==> src/rtl/instr_fetch.sv <==
// Fetch stage: owns the PC, issues in-order imem requests, buffers responses for decode.
// Latency: imem response sampled at edge N is presented to decode right after edge N.
// Backpressure: credit-limited; outstanding + buffered <= FIFO_DEPTH, so requests stop when decode stalls.
//
// Ports:
//   clk, rst_n                     clock (rising edge), asynchronous active-low reset
//   if_jump_en_in/addr_in          redirect from execute (target bits [1:0] forced to 0)
//   imem_req_valid/ready/addr      fetch request handshake, addr = PC
//   imem_rsp_valid_in/data_in      in-order instruction responses, latency >= 1
//   if_instr_addr/instr/valid_out  instruction presented to decode
//   if_instr_ready_in              decode accepts presented instruction
module instr_fetch #(
  parameter logic [31:0] RESET_PC   = 32'h0000_0000,
  parameter int          FIFO_DEPTH = 2
) (
  input  logic        clk,
  input  logic        rst_n,
  input  logic        if_jump_en_in,
  input  logic [31:0] if_jump_addr_in,
  output logic        imem_req_valid_out,
  input  logic        imem_req_ready_in,
  output logic [31:0] imem_req_addr_out,
  input  logic        imem_rsp_valid_in,
  input  logic [31:0] imem_rsp_data_in,
  output logic [31:0] if_instr_addr_out,
  output logic [31:0] if_instr_out,
  output logic        if_instr_valid_out,
  input  logic        if_instr_ready_in
);

  localparam int CW = $clog2(FIFO_DEPTH + 1);
  localparam int PW = (FIFO_DEPTH > 1) ? $clog2(FIFO_DEPTH) : 1;

  typedef enum logic {
    ST_RUN   = 1'b0,
    ST_FLUSH = 1'b1
  } state_t;

  // ---------------------------------------------------------------------------
  // State
  // ---------------------------------------------------------------------------
  state_t        state_q, state_d;
  logic [31:0]   pc_q, pc_d;
  logic [CW-1:0] drop_cnt_q, drop_cnt_d;

  // Pending-address queue: one entry per in-flight request, so its occupancy
  // is the outstanding-request count.
  logic [31:0]   pa_mem_q [FIFO_DEPTH];
  logic [31:0]   pa_mem_d [FIFO_DEPTH];
  logic [PW-1:0] pa_wptr_q, pa_wptr_d;
  logic [PW-1:0] pa_rptr_q, pa_rptr_d;
  logic [CW-1:0] pa_cnt_q, pa_cnt_d;

  // Output buffer holding {addr, instr} pairs for decode.
  logic [31:0]   of_addr_q [FIFO_DEPTH];
  logic [31:0]   of_addr_d [FIFO_DEPTH];
  logic [31:0]   of_data_q [FIFO_DEPTH];
  logic [31:0]   of_data_d [FIFO_DEPTH];
  logic [PW-1:0] of_wptr_q, of_wptr_d;
  logic [PW-1:0] of_rptr_q, of_rptr_d;
  logic [CW-1:0] of_cnt_q, of_cnt_d;

  // ---------------------------------------------------------------------------
  // Handshake decode
  // ---------------------------------------------------------------------------
  logic [CW:0]   inflight;
  logic          credit_ok;
  logic          req_vld;
  logic          req_fire;
  logic          rsp_take;
  logic          rsp_drop;
  logic          of_vld;
  logic          of_pop;
  logic          of_push;
  logic [CW-1:0] outstanding_nxt;

  function automatic logic [PW-1:0] ptr_inc(input logic [PW-1:0] p);
    return (p == PW'(FIFO_DEPTH - 1)) ? '0 : p + PW'(1);
  endfunction

  always_comb begin
    inflight  = {1'b0, pa_cnt_q} + {1'b0, of_cnt_q};
    credit_ok = inflight < (CW+1)'(FIFO_DEPTH);
    // Gated by rst_n so no request is visible while reset is held.
    req_vld   = rst_n && (state_q == ST_RUN) && credit_ok;
    req_fire  = req_vld && imem_req_ready_in;
    // A response with nothing in flight is stale (pre-reset) and ignored.
    rsp_take  = imem_rsp_valid_in && (pa_cnt_q != '0);
    rsp_drop  = rsp_take && (drop_cnt_q != '0);
    of_vld    = (of_cnt_q != '0);
    of_pop    = of_vld && if_instr_ready_in;
    // A redirect wipes the buffer, so a response landing that cycle is lost too.
    of_push   = rsp_take && !rsp_drop && !if_jump_en_in;
    outstanding_nxt = pa_cnt_q + CW'(req_fire) - CW'(rsp_take);
  end

  // ---------------------------------------------------------------------------
  // PC / FSM next state
  // ---------------------------------------------------------------------------
  always_comb begin
    pc_d       = pc_q;
    drop_cnt_d = drop_cnt_q;
    state_d    = state_q;

    if (req_fire) begin
      pc_d = pc_q + 32'd4;
    end

    if (rsp_drop) begin
      drop_cnt_d = drop_cnt_q - CW'(1);
      if (drop_cnt_q == CW'(1)) begin
        state_d = ST_RUN;
      end
    end

    // Everything still in flight after this edge, including a request accepted
    // in the same cycle, belongs to the old path and must be discarded.
    if (if_jump_en_in) begin
      pc_d       = if_jump_addr_in & ~32'h3;
      drop_cnt_d = outstanding_nxt;
      state_d    = (outstanding_nxt != '0) ? ST_FLUSH : ST_RUN;
    end
  end

  // ---------------------------------------------------------------------------
  // Pending-address queue next state
  // ---------------------------------------------------------------------------
  always_comb begin
    pa_mem_d  = pa_mem_q;
    pa_wptr_d = pa_wptr_q;
    pa_rptr_d = pa_rptr_q;
    pa_cnt_d  = outstanding_nxt;

    if (req_fire) begin
      pa_mem_d[pa_wptr_q] = pc_q;
      pa_wptr_d           = ptr_inc(pa_wptr_q);
    end
    if (rsp_take) begin
      pa_rptr_d = ptr_inc(pa_rptr_q);
    end
  end

  // ---------------------------------------------------------------------------
  // Output buffer next state
  // ---------------------------------------------------------------------------
  always_comb begin
    of_addr_d = of_addr_q;
    of_data_d = of_data_q;
    of_wptr_d = of_wptr_q;
    of_rptr_d = of_rptr_q;
    of_cnt_d  = of_cnt_q;

    if (if_jump_en_in) begin
      of_wptr_d = '0;
      of_rptr_d = '0;
      of_cnt_d  = '0;
    end else begin
      // Push while full is only possible together with a pop; the credit
      // rule keeps the buffer from ever overflowing.
      if (of_push) begin
        of_addr_d[of_wptr_q] = pa_mem_q[pa_rptr_q];
        of_data_d[of_wptr_q] = imem_rsp_data_in;
        of_wptr_d            = ptr_inc(of_wptr_q);
      end
      if (of_pop) begin
        of_rptr_d = ptr_inc(of_rptr_q);
      end
      of_cnt_d = of_cnt_q + CW'(of_push) - CW'(of_pop);
    end
  end

  // ---------------------------------------------------------------------------
  // Registers
  // ---------------------------------------------------------------------------
  always_ff @(posedge clk or negedge rst_n) begin
    if (!rst_n) begin
      state_q    <= ST_RUN;
      pc_q       <= RESET_PC;
      drop_cnt_q <= '0;
      pa_wptr_q  <= '0;
      pa_rptr_q  <= '0;
      pa_cnt_q   <= '0;
      of_wptr_q  <= '0;
      of_rptr_q  <= '0;
      of_cnt_q   <= '0;
      for (int i = 0; i < FIFO_DEPTH; i++) begin
        pa_mem_q[i]  <= '0;
        of_addr_q[i] <= '0;
        of_data_q[i] <= '0;
      end
    end else begin
      state_q    <= state_d;
      pc_q       <= pc_d;
      drop_cnt_q <= drop_cnt_d;
      pa_wptr_q  <= pa_wptr_d;
      pa_rptr_q  <= pa_rptr_d;
      pa_cnt_q   <= pa_cnt_d;
      of_wptr_q  <= of_wptr_d;
      of_rptr_q  <= of_rptr_d;
      of_cnt_q   <= of_cnt_d;
      pa_mem_q   <= pa_mem_d;
      of_addr_q  <= of_addr_d;
      of_data_q  <= of_data_d;
    end
  end

  // ---------------------------------------------------------------------------
  // Outputs
  // ---------------------------------------------------------------------------
  assign imem_req_valid_out = req_vld;
  assign imem_req_addr_out  = pc_q;
  assign if_instr_valid_out = of_vld;
  // Data lines read zero while nothing is presented.
  assign if_instr_addr_out  = of_vld ? of_addr_q[of_rptr_q] : 32'd0;
  assign if_instr_out       = of_vld ? of_data_q[of_rptr_q] : 32'd0;

endmodule

==> config.mk <==
export PLATFORM = sky130hd
export DESIGN_NAME = instr_fetch
export DESIGN_NICKNAME = d
export VERILOG_FILES = /design/src/rtl/instr_fetch.sv
export SDC_FILE = /design/constraint.sdc
export NUM_CORES = 1
export LEC_CHECK = 0
export CAP_MARGIN = 25
export CORE_AREA = 2 2 181 112
export CTS_CLUSTER_DIAMETER = 100
export CTS_CLUSTER_SIZE = 12
export DETAILED_ROUTE_END_ITERATION = 8
export DIE_AREA = 0 0 183 114
export PLACE_DENSITY = 0.77
export SYNTH_ARGS = -nofsm -noshare
export SYNTH_HDL_FRONTEND = slang
export SYNTH_SLANG_ARGS = --single-unit
==> constraint.sdc <==
create_clock -name clk -period 3.4 [get_ports clk]
set_input_delay 0.68 -clock clk [delete_from_list [all_inputs] [get_ports clk]]
set_output_delay 0.68 -clock clk [all_outputs]
set_load 0.05 [all_outputs]
Word-level counts from Yosys, hierarchy flattened. Cells that the tools add are included.

Add/subtract/negate cells: 11. Order comparisons: 7. Eq/ne operators: 1. Mux-type cells: 35. Bitwise gates (word level): 6. Reductions and logical operators: 23.

Operators with widths (count): two-way mux 32 bit (15); bitwise mux 64 bit (3); demux 32 bit (select 1 bit) (2); adder 32 x 3 -> 32 bit (second input constant) (1); nonzero test 2 bit (9); two-way mux 1 bit (12); logical AND 1 bit (10); >= comparator 2 bit (second input constant) (4); inverter 1 -> 2 bit (4); two-way mux 2 bit (3); adder 1 bit (second input constant) (4); adder 2 x 1 -> 2 bit (2); less-than comparator 2 x 1 -> 1 bit (second input constant) (2); AND reduction 2 bit (2); subtractor 2 x 1 -> 2 bit (2); adder 2 x 2 -> 3 bit (1); less-than comparator 3 x 2 -> 1 bit (second input constant) (1); equality test 2 x 1 -> 1 bit (second input constant) (1); logical NOT 1 bit (2); inverter 1 bit (2); subtractor 2 x 1 -> 2 bit (second input constant) (1).

Bits in registers: 235. Input port bits: 70. Output and inout bits: 98.

Longest topological paths before layout. Gate-level depths: netlist of run 1.

Depth after elaboration: 9. Depth in mapped cells: 13. Gate-level depth less buffers: 12.

Worst setup path before layout of run 1. OpenSTA, ideal clock, no wires.

Kind: reg2reg. Start: reg of_cnt_q[0]. End: reg state_q. Library setup time: 0.120 ns. Data arrival time: 3.158 ns. Setup slack: 0.122 ns. Stages on the path, launching flop included: 14. Buffers on the path: 1. Period minus slack after synthesis: 3.278 ns. Cell sequence: dfrtp_1 > and2_1 > fa_1 > or4b_1 > buf_2 > inv_2 > nand2_1 > ha_1 > inv_1 > ha_1 > xnor2_1 > xnor2_1 > o21a_1 > a31o_2.

Word-level cells in the longest chain between the ends: 9.

Ends and longest elaborated chain: start, declared (RTL line 61) `logic [CW-1:0] of_cnt_q, of_cnt_d;`; start signal, assigned (RTL line 200) `of_cnt_q <= of_cnt_d;`; adder 2 x 2 -> 3 bit (RTL line 82) `inflight = {1'b0, pa_cnt_q} + {1'b0, of_cnt_q};`; less-than comparator 3 x 2 -> 1 bit (RTL line 83) `credit_ok = inflight < (CW+1)'(FIFO_DEPTH);`; logical AND 1 bit (RTL line 85) `req_vld = rst_n && (state_q == ST_RUN) && credit_ok;`; via imem_req_valid_out (RTL line 20) `output logic imem_req_valid_out,`; logical AND 1 bit (RTL line 86) `req_fire = req_vld && imem_req_ready_in;`; adder 2 x 1 -> 2 bit (RTL line 94) `outstanding_nxt = pa_cnt_q + CW'(req_fire) - CW'(rsp_take);`; subtractor 2 x 1 -> 2 bit (RTL line 94); via outstanding_nxt[1] (RTL line 75) `logic [CW-1:0] outstanding_nxt;`; nonzero test 2 bit (RTL line 121) `state_d = (outstanding_nxt != '0) ? ST_FLUSH : ST_RUN;`; two-way mux 1 bit (RTL line 121); two-way mux 1 bit (RTL line 118) `if (if_jump_en_in) begin`; end signal, assigned (RTL line 192) `state_q <= state_d;`; end, declared (RTL line 42) `state_t state_q, state_d;`.

The timed path passes the listed nets, and every way through them passes these cells. A chain may end at the register's enable or synchronous reset.

Worst setup path after layout of run 1.
Start: reg of_rptr_q. End: out if_instr_out[20].

Word-level cells in the longest chain between the ends: 5.

Ends and longest elaborated chain: start, declared (RTL line 60) `logic [PW-1:0] of_rptr_q, of_rptr_d;`; start signal, assigned (RTL line 199) `of_rptr_q <= of_rptr_d;`; inverter 1 -> 2 bit (not written as such) (RTL line 215) `assign if_instr_out = of_vld ? of_data_q[of_rptr_q] : 32'd0;`; two-way mux 32 bit (not written as such) (3 in series) (RTL line 215); two-way mux 32 bit (RTL line 215); end, declared (RTL line 26) `output logic [31:0] if_instr_out,`.

No other way between the ends. The select of a mux whose other input is x is not followed.

==> results of run 1 <==
## final timing paths
| check | endpoint | slack [ns] |
|---|---|---|
| setup reg to reg | state_q | 0.19 |
| max in group asynchronous | of_rptr_q | 1.68 |
| setup / recovery | if_instr_out[20] | 0.13 |
| hold / removal | pa_mem_q[56] | 0.48 |
| hold reg to reg | pa_mem_q[56] | 0.48 |
| min in group asynchronous | of_addr_q[61] | 0.60 |
## routing by layer
layer | wire (um) | global-route usage, %
met1 | 10800 | 32.9
met2 | 10700 | 36.4
met4 | 283 | 3.89
met3 | 1210 | 3.90
met5 | 0 | 0
## cells by family after synthesis
logic type / after synthesis / share of synthesized area (%)
and+or+nand+nor: 251 / 11.0
DFF: 225 / 55.0
muxes: 208 / 21.8
AOI/OAI and AO/OA: 123 / 6.65
buffers and inverters: 78 / 3.05
xor gates and xnor gates: 16 / 1.37
adders and majority gates: 8 / 1.05
other: 1 / 0.0367
## where the power goes
group	switching [mW]	internal [mW]
Clock	0.935	1.19
Combinational	2.55	2.00
Sequential	0.717	3.81
## cell type report
cell class,instances,share of cell area (%)
sequential,225,44.1
multi-input combinational,610,33.7
timing repair buffer,187,14.8
clock buffer,24,4.53
tap,252,2.47
inverter,14,0.411
clock inverter,1,0.0391
## sequential cells by signal, summed over array words and instances (netlist names), 2 cells and up
register / cells
pa_mem_q: 60
imem_req_addr_out: 30
pa_cnt_q: 2
of_addr_q: 60
drop_cnt_q: 2
of_cnt_q: 2
of_data_q: 64
## Yosys cell counts (2+ instances only)
master,number,area share (%)
mux2i_1,93,9.1
mux2_2,115,13
and4_1,6,0.51
and2_1,4,0.24
ha_1,7,0.86
or4_1,10,0.73
nand4_1,10,0.61
or3_1,11,0.67
clkbuf_1,48,1.8
inv_1,13,0.48
nand2_1,65,2.4
a21oi_1,31,1.5
o31ai_1,5,0.37
nor3_1,5,0.24
xnor2_1,10,0.86
xor2_1,6,0.51
buf_1,9,0.33
o211ai_1,2,0.15
buf_4,4,0.29
nor2b_1,2,0.12
a221o_1,2,0.20
nand3_1,16,0.78
buf_2,3,0.15
a31oi_1,15,0.92
nor2_1,116,4.3
dfrtp_1,225,55
o21ai_0,63,3.1
o311a_1,2,0.20
## worst register-to-register path, cell delays in order, from the launching register on
cell and delay [ns]:
dfrtp_1 0.42, and2_1 0.18, fa_1 0.43, or4b_1 0.59, inv_2 0.10, nand2_1 0.17, ha_1 0.33, inv_1 0.04
ha_1 0.18, xnor2_1 0.13, xnor2_1 0.16, o21a_1 0.18, a31o_2 0.20
==> results.sh, run 1 <==
export IMPL_status="finished clean"
export IMPL_cp_cell_sequence="buf_12 > buf_4 > mux2i_1 > nor2_1 > clkdlybuf4s50_1"
export IMPL_cpPeakStageDelay_ns=0.81
export IMPL_initial_core_util_pct=52.7
export IMPL_period_share_pct=96.1
export IMPL_rsz0062_at_grt="false"
export IMPL_crit_fanout=24
export IMPL_io_pin_count=168
export IMPL_layout_commonest_cell="dfrtp_1"
export IMPL_coreArea_mm2=0.0194
export IMPL_clock_sinks=225
export IMPL_grt_first_pass_wirelength_mm=37.9
export IMPL_cts_path_max_buffers=3
export IMPL_dp_hpwl_mm=15.5
export IMPL_ys_seq_area_share_pct=55.0
export IMPL_async_flop_share_pct=100
export IMPL_drt_pass1_iterations=5
export IMPL_tns_ns=0
export IMPL_setup_viol=0
export IMPL_layout_min_cycle_time_ns=3.27
export IMPL_grt_max_degree=147
export IMPL_clk_pin_slew_ns=0.07
export IMPL_antenna_found_initial=0
export IMPL_yosys_warnings=0
export IMPL_postSynthCellCount=910
export IMPL_worstHoldStart="pa_mem_q[56]"
export IMPL_maxCapViolCount=0
export IMPL_row_count=40
export IMPL_synth_enable_flop_cells=0
export IMPL_viasPerCell=5.58
export IMPL_nets=1138
export IMPL_clock_skew_final_ns=0.0104
export IMPL_max_slew_margin_pct=42.4
export IMPL_tightest_slew_ns=0.864
export IMPL_postCtsSetupRepairBufs=0
export IMPL_cts_root_buf="clkbuf_16"
export IMPL_pre_cts_slack_ns=0.214
export IMPL_hp_class="flop to flop"
export IMPL_insertion_delay_ns=0.50
export IMPL_synth_ff_type="dfrtp_1"
export IMPL_die_w_um=183
export IMPL_fin_ws_ns=0.132
export IMPL_drc_errors=0
export IMPL_ctsHtreeMaxLevel=1
export IMPL_total_power_mw=11.2
export IMPL_drv_slew=0
export IMPL_end_kind="primary output"
export IMPL_holdPathStages=2
export IMPL_rr_startpoint="of_cnt_q[0]"
export IMPL_fin_area_mm2=0.0128
export IMPL_die_y_um=114
export IMPL_antenna_cells=0
export IMPL_whs_ns=0.483
export IMPL_cellPowerDensity_mw_per_mm2=876
export IMPL_multi_input_area_mm2=0.00431
export IMPL_cts_hold_buf=1
export IMPL_crit_family="buffers and inverters"
export IMPL_syn_area_mm2=0.0102
export IMPL_vias=7328
export IMPL_ys_ff_latch=225
export IMPL_startpoint="of_rptr_q"
export IMPL_grt_usage_pct=22.6
export IMPL_wl_per_cell_um=17.5
export IMPL_drt_total_wl_mm=23.0
export IMPL_grt_overflow=0
export IMPL_fmax_mhz=306
export IMPL_startpoint_type="flop"
export IMPL_ir_worst_vdd_mv=0.491
export IMPL_die_area_mm2=0.0209
export IMPL_dp_cells=1287
export IMPL_syn_avg_cell_area_um2=11.2
export IMPL_cp_depth=5
export IMPL_final_util_pct=65.8
export IMPL_cts_tree="built"
export IMPL_drive_gt1_share_pct=16.2
export IMPL_synthDistinctLibCells=40
export IMPL_fillers=1504
export IMPL_gp_congestion=0.839
export IMPL_cts_buffers=22
export IMPL_crit_arrival_ns=2.59
export IMPL_worstSetupPathType="flop to primary output"
export IMPL_regArea_mm2=0.00563
export IMPL_port_buffer_count=161
export IMPL_cts_resized_gates=0
export IMPL_critPathBufInv=3
export IMPL_drt_initial_drc_count=489
export IMPL_final_cell_mix="dfrtp_1, clkdlybuf4s50_1, nor2_1, mux2_2, mux2i_1"
export IMPL_rr_worst_depth=12
export IMPL_hold_viol_final=0
export IMPL_grt_pass1_vias=7399
export IMPL_cp_slowest_cell="clkdlybuf4s50_1"
export IMPL_antenna_left=0
export IMPL_area_growth_pct=25.0
export IMPL_p_leak_nw=5.49
export IMPL_place_area_mm2=0.0122
export IMPL_cp_required_ns=2.72
export IMPL_finalNonFillerCells=1313
(Power assumes the default switching activity.)
==> inputs of run 2 (changes only) <==
CORE_AREA = 2 2 242 149   (was 2 2 181 112)
DIE_AREA = 0 0 244 151   (was 0 0 183 114)
PLACE_DENSITY = 0.46   (was 0.77)
==> run 2 against run 1 <==
Compared with the run above: count of clock-buffer cells in the layout is the same; fmax grew 1.2%; wire length grew 14%; cell area grew 2.0%; final cell count grew 16%; via count shrank 2.3%; sequential share of layout area shrank 0.84 points; global-route usage shrank 8.2 points; core utilization shrank 28 points; hold slack lost 0.16 ns; largest power group unchanged; first-iteration DRC count shrank 41%; clock power grew 2%.
==> results.sh, run 2 (synthesis gave the netlist of run 1 again) <==
export IMPL_initial_core_util_pct=29.6
export IMPL_r2r_end="imem_req_addr_out[30]"
export IMPL_cts_tree="built"
export IMPL_cts_root_buf="clkbuf_16"
export IMPL_die_w_um=244
export IMPL_cts_path_max_buffers=3
export IMPL_rr_worst_depth=7
export IMPL_total_power_mw=11.2
export IMPL_final_util_pct=37.7
export IMPL_ir_worst_vdd_mv=0.356
export IMPL_fin_area_mm2=0.0130
export IMPL_port_buffer_count=161
export IMPL_end_kind="primary output"
export IMPL_status="finished clean"
export IMPL_tns_ns=0
export IMPL_tightest_slew_ns=0.897
export IMPL_cpPeakStageDelay_ns=0.59
export IMPL_drt_total_wl_mm=26.3
export IMPL_fin_ws_ns=0.171
export IMPL_max_slew_margin_pct=40.2
export IMPL_grt_overflow=0
export IMPL_rr_startpoint="of_cnt_q[0]"
export IMPL_grt_pass1_vias=7106
export IMPL_pre_cts_slack_ns=0.259
export IMPL_die_y_um=151
export IMPL_grt_first_pass_wirelength_mm=41.6
export IMPL_hold_viol_final=0
export IMPL_wl_per_cell_um=17.2
export IMPL_cp_required_ns=2.72
export IMPL_row_count=53
export IMPL_cts_buffers=22
export IMPL_cts_resized_gates=0
export IMPL_drt_initial_drc_count=290
export IMPL_coreArea_mm2=0.0345
export IMPL_insertion_delay_ns=0.52
export IMPL_grt_max_degree=163
export IMPL_io_pin_count=168
export IMPL_p_leak_nw=5.47
export IMPL_place_area_mm2=0.0124
export IMPL_ctsHtreeMaxLevel=1
export IMPL_cp_slowest_cell="or4b_1"
export IMPL_dp_hpwl_mm=17.3
export IMPL_grt_usage_pct=14.4
export IMPL_reg_top3="of_data_q x64, of_addr_q x60, pa_mem_q x60"
export IMPL_largest_reg_flops=64
export IMPL_hp_class="primary input to async pin"
export IMPL_area_growth_pct=27.5
export IMPL_drive_gt1_share_pct=16.1
export IMPL_final_cell_mix="dfrtp_1, clkdlybuf4s50_1, nor2_1, mux2_2, mux2i_1"
export IMPL_layout_commonest_cell="dfrtp_1"
export IMPL_die_area_mm2=0.0368
export IMPL_dp_cells=1499
export IMPL_rrSetupSlack_ns=0.23
export IMPL_viasPerCell=4.69
export IMPL_drt_pass1_iterations=4
export IMPL_clock_sinks=225
export IMPL_clock_skew_final_ns=0.0114
export IMPL_startpoint_type="flop"
export IMPL_cts_hold_buf=0
export IMPL_period_share_pct=95.0
export IMPL_cp_cell_sequence="and2_1 > fa_1 > or4b_1 > inv_2 > buf_4 > buf_12"
export IMPL_startpoint="of_cnt_q[0]"
export IMPL_antenna_found_initial=0
export IMPL_crit_arrival_ns=2.55
export IMPL_drc_errors=0
export IMPL_drv_slew=0
export IMPL_vias=7163
export IMPL_fmax_mhz=310
export IMPL_antenna_left=0
export IMPL_gp_congestion=0.741
export IMPL_maxCapViolCount=0
export IMPL_nets=1135
export IMPL_crit_fanout=9
export IMPL_clk_pin_slew_ns=0.07
export IMPL_setup_viol=0
export IMPL_layout_min_cycle_time_ns=3.23
export IMPL_cellPowerDensity_mw_per_mm2=859
export IMPL_rsz0062_at_grt="false"
export IMPL_antenna_cells=0
export IMPL_worstSetupPathType="flop to primary output"
export IMPL_max_flop_register="of_data_q"
export IMPL_fillers=3437
export IMPL_finalNonFillerCells=1526
export IMPL_postCtsSetupRepairBufs=0
export IMPL_whs_ns=0.318
[run 2: cell count changes in the layout (fill, tap and decap cells not counted)]
| cell | delta |
|---|---|
| dfrtp_1 | -1 |
| clkbuf_16 | -1 |
| buf_12 | +1 |
| buf_4 | -3 |
| dfrtp_2 | +1 |
| clkbuf_1 | +1 |
| clkinv_8 | +1 |
| dlygate4sd3_1 | -1 |
[run 2: power by group]
part | leakage, nW | switching, mW | internal (mW)
Clock | 0.284 | 1.01 | 1.16
Combinational | 2.39 | 2.58 | 1.98
Sequential | 2.80 | 0.658 | 3.81
[run 2: worst max-delay path by stage]
stage                             to  slack (ns)  depth (start not counted)
2_1_floorplan                state_q        0.12                         13
3_3_place_gp   imem_req_addr_out[24]        0.26                          7
3_5_place_dp   imem_req_addr_out[30]        0.26                          7
4_1_cts         if_instr_addr_out[6]         0.1                          4
5_1_grt         if_instr_addr_out[6]        0.05                          4
6_report          imem_req_valid_out        0.17                          6
[run 2: area by class of cell]
class,instances,area [um2],area share (%)
clock buffers,24,558,4.28
clock inverters,2,21.3,0.163
inverters,14,52.6,0.403
multi-input cells,610,4310,33.1
flip-flops and latches,225,5640,43.2
well taps,467,584,4.48
repair buffers,184,1870,14.4
[run 2: metal layers]
metal	wire length, um	vias to the layer above	track usage (%)
met5	0	-	0
met4	393	0	2.62
met3	1000	27	3.28
met2	12000	80	22.7
met1	12900	3594	20.4
li1	-	3462	-
[run 2: critical path: cells and delay by family (launching register included)]
| kind | cells | cell delay (ns) |
|---|---|---|
| buffers and inverters | 3 | 0.39 |
| adders and majority gates | 1 | 0.43 |
| DFF | 1 | 0.42 |
| and+or+nand+nor | 2 | 0.77 |
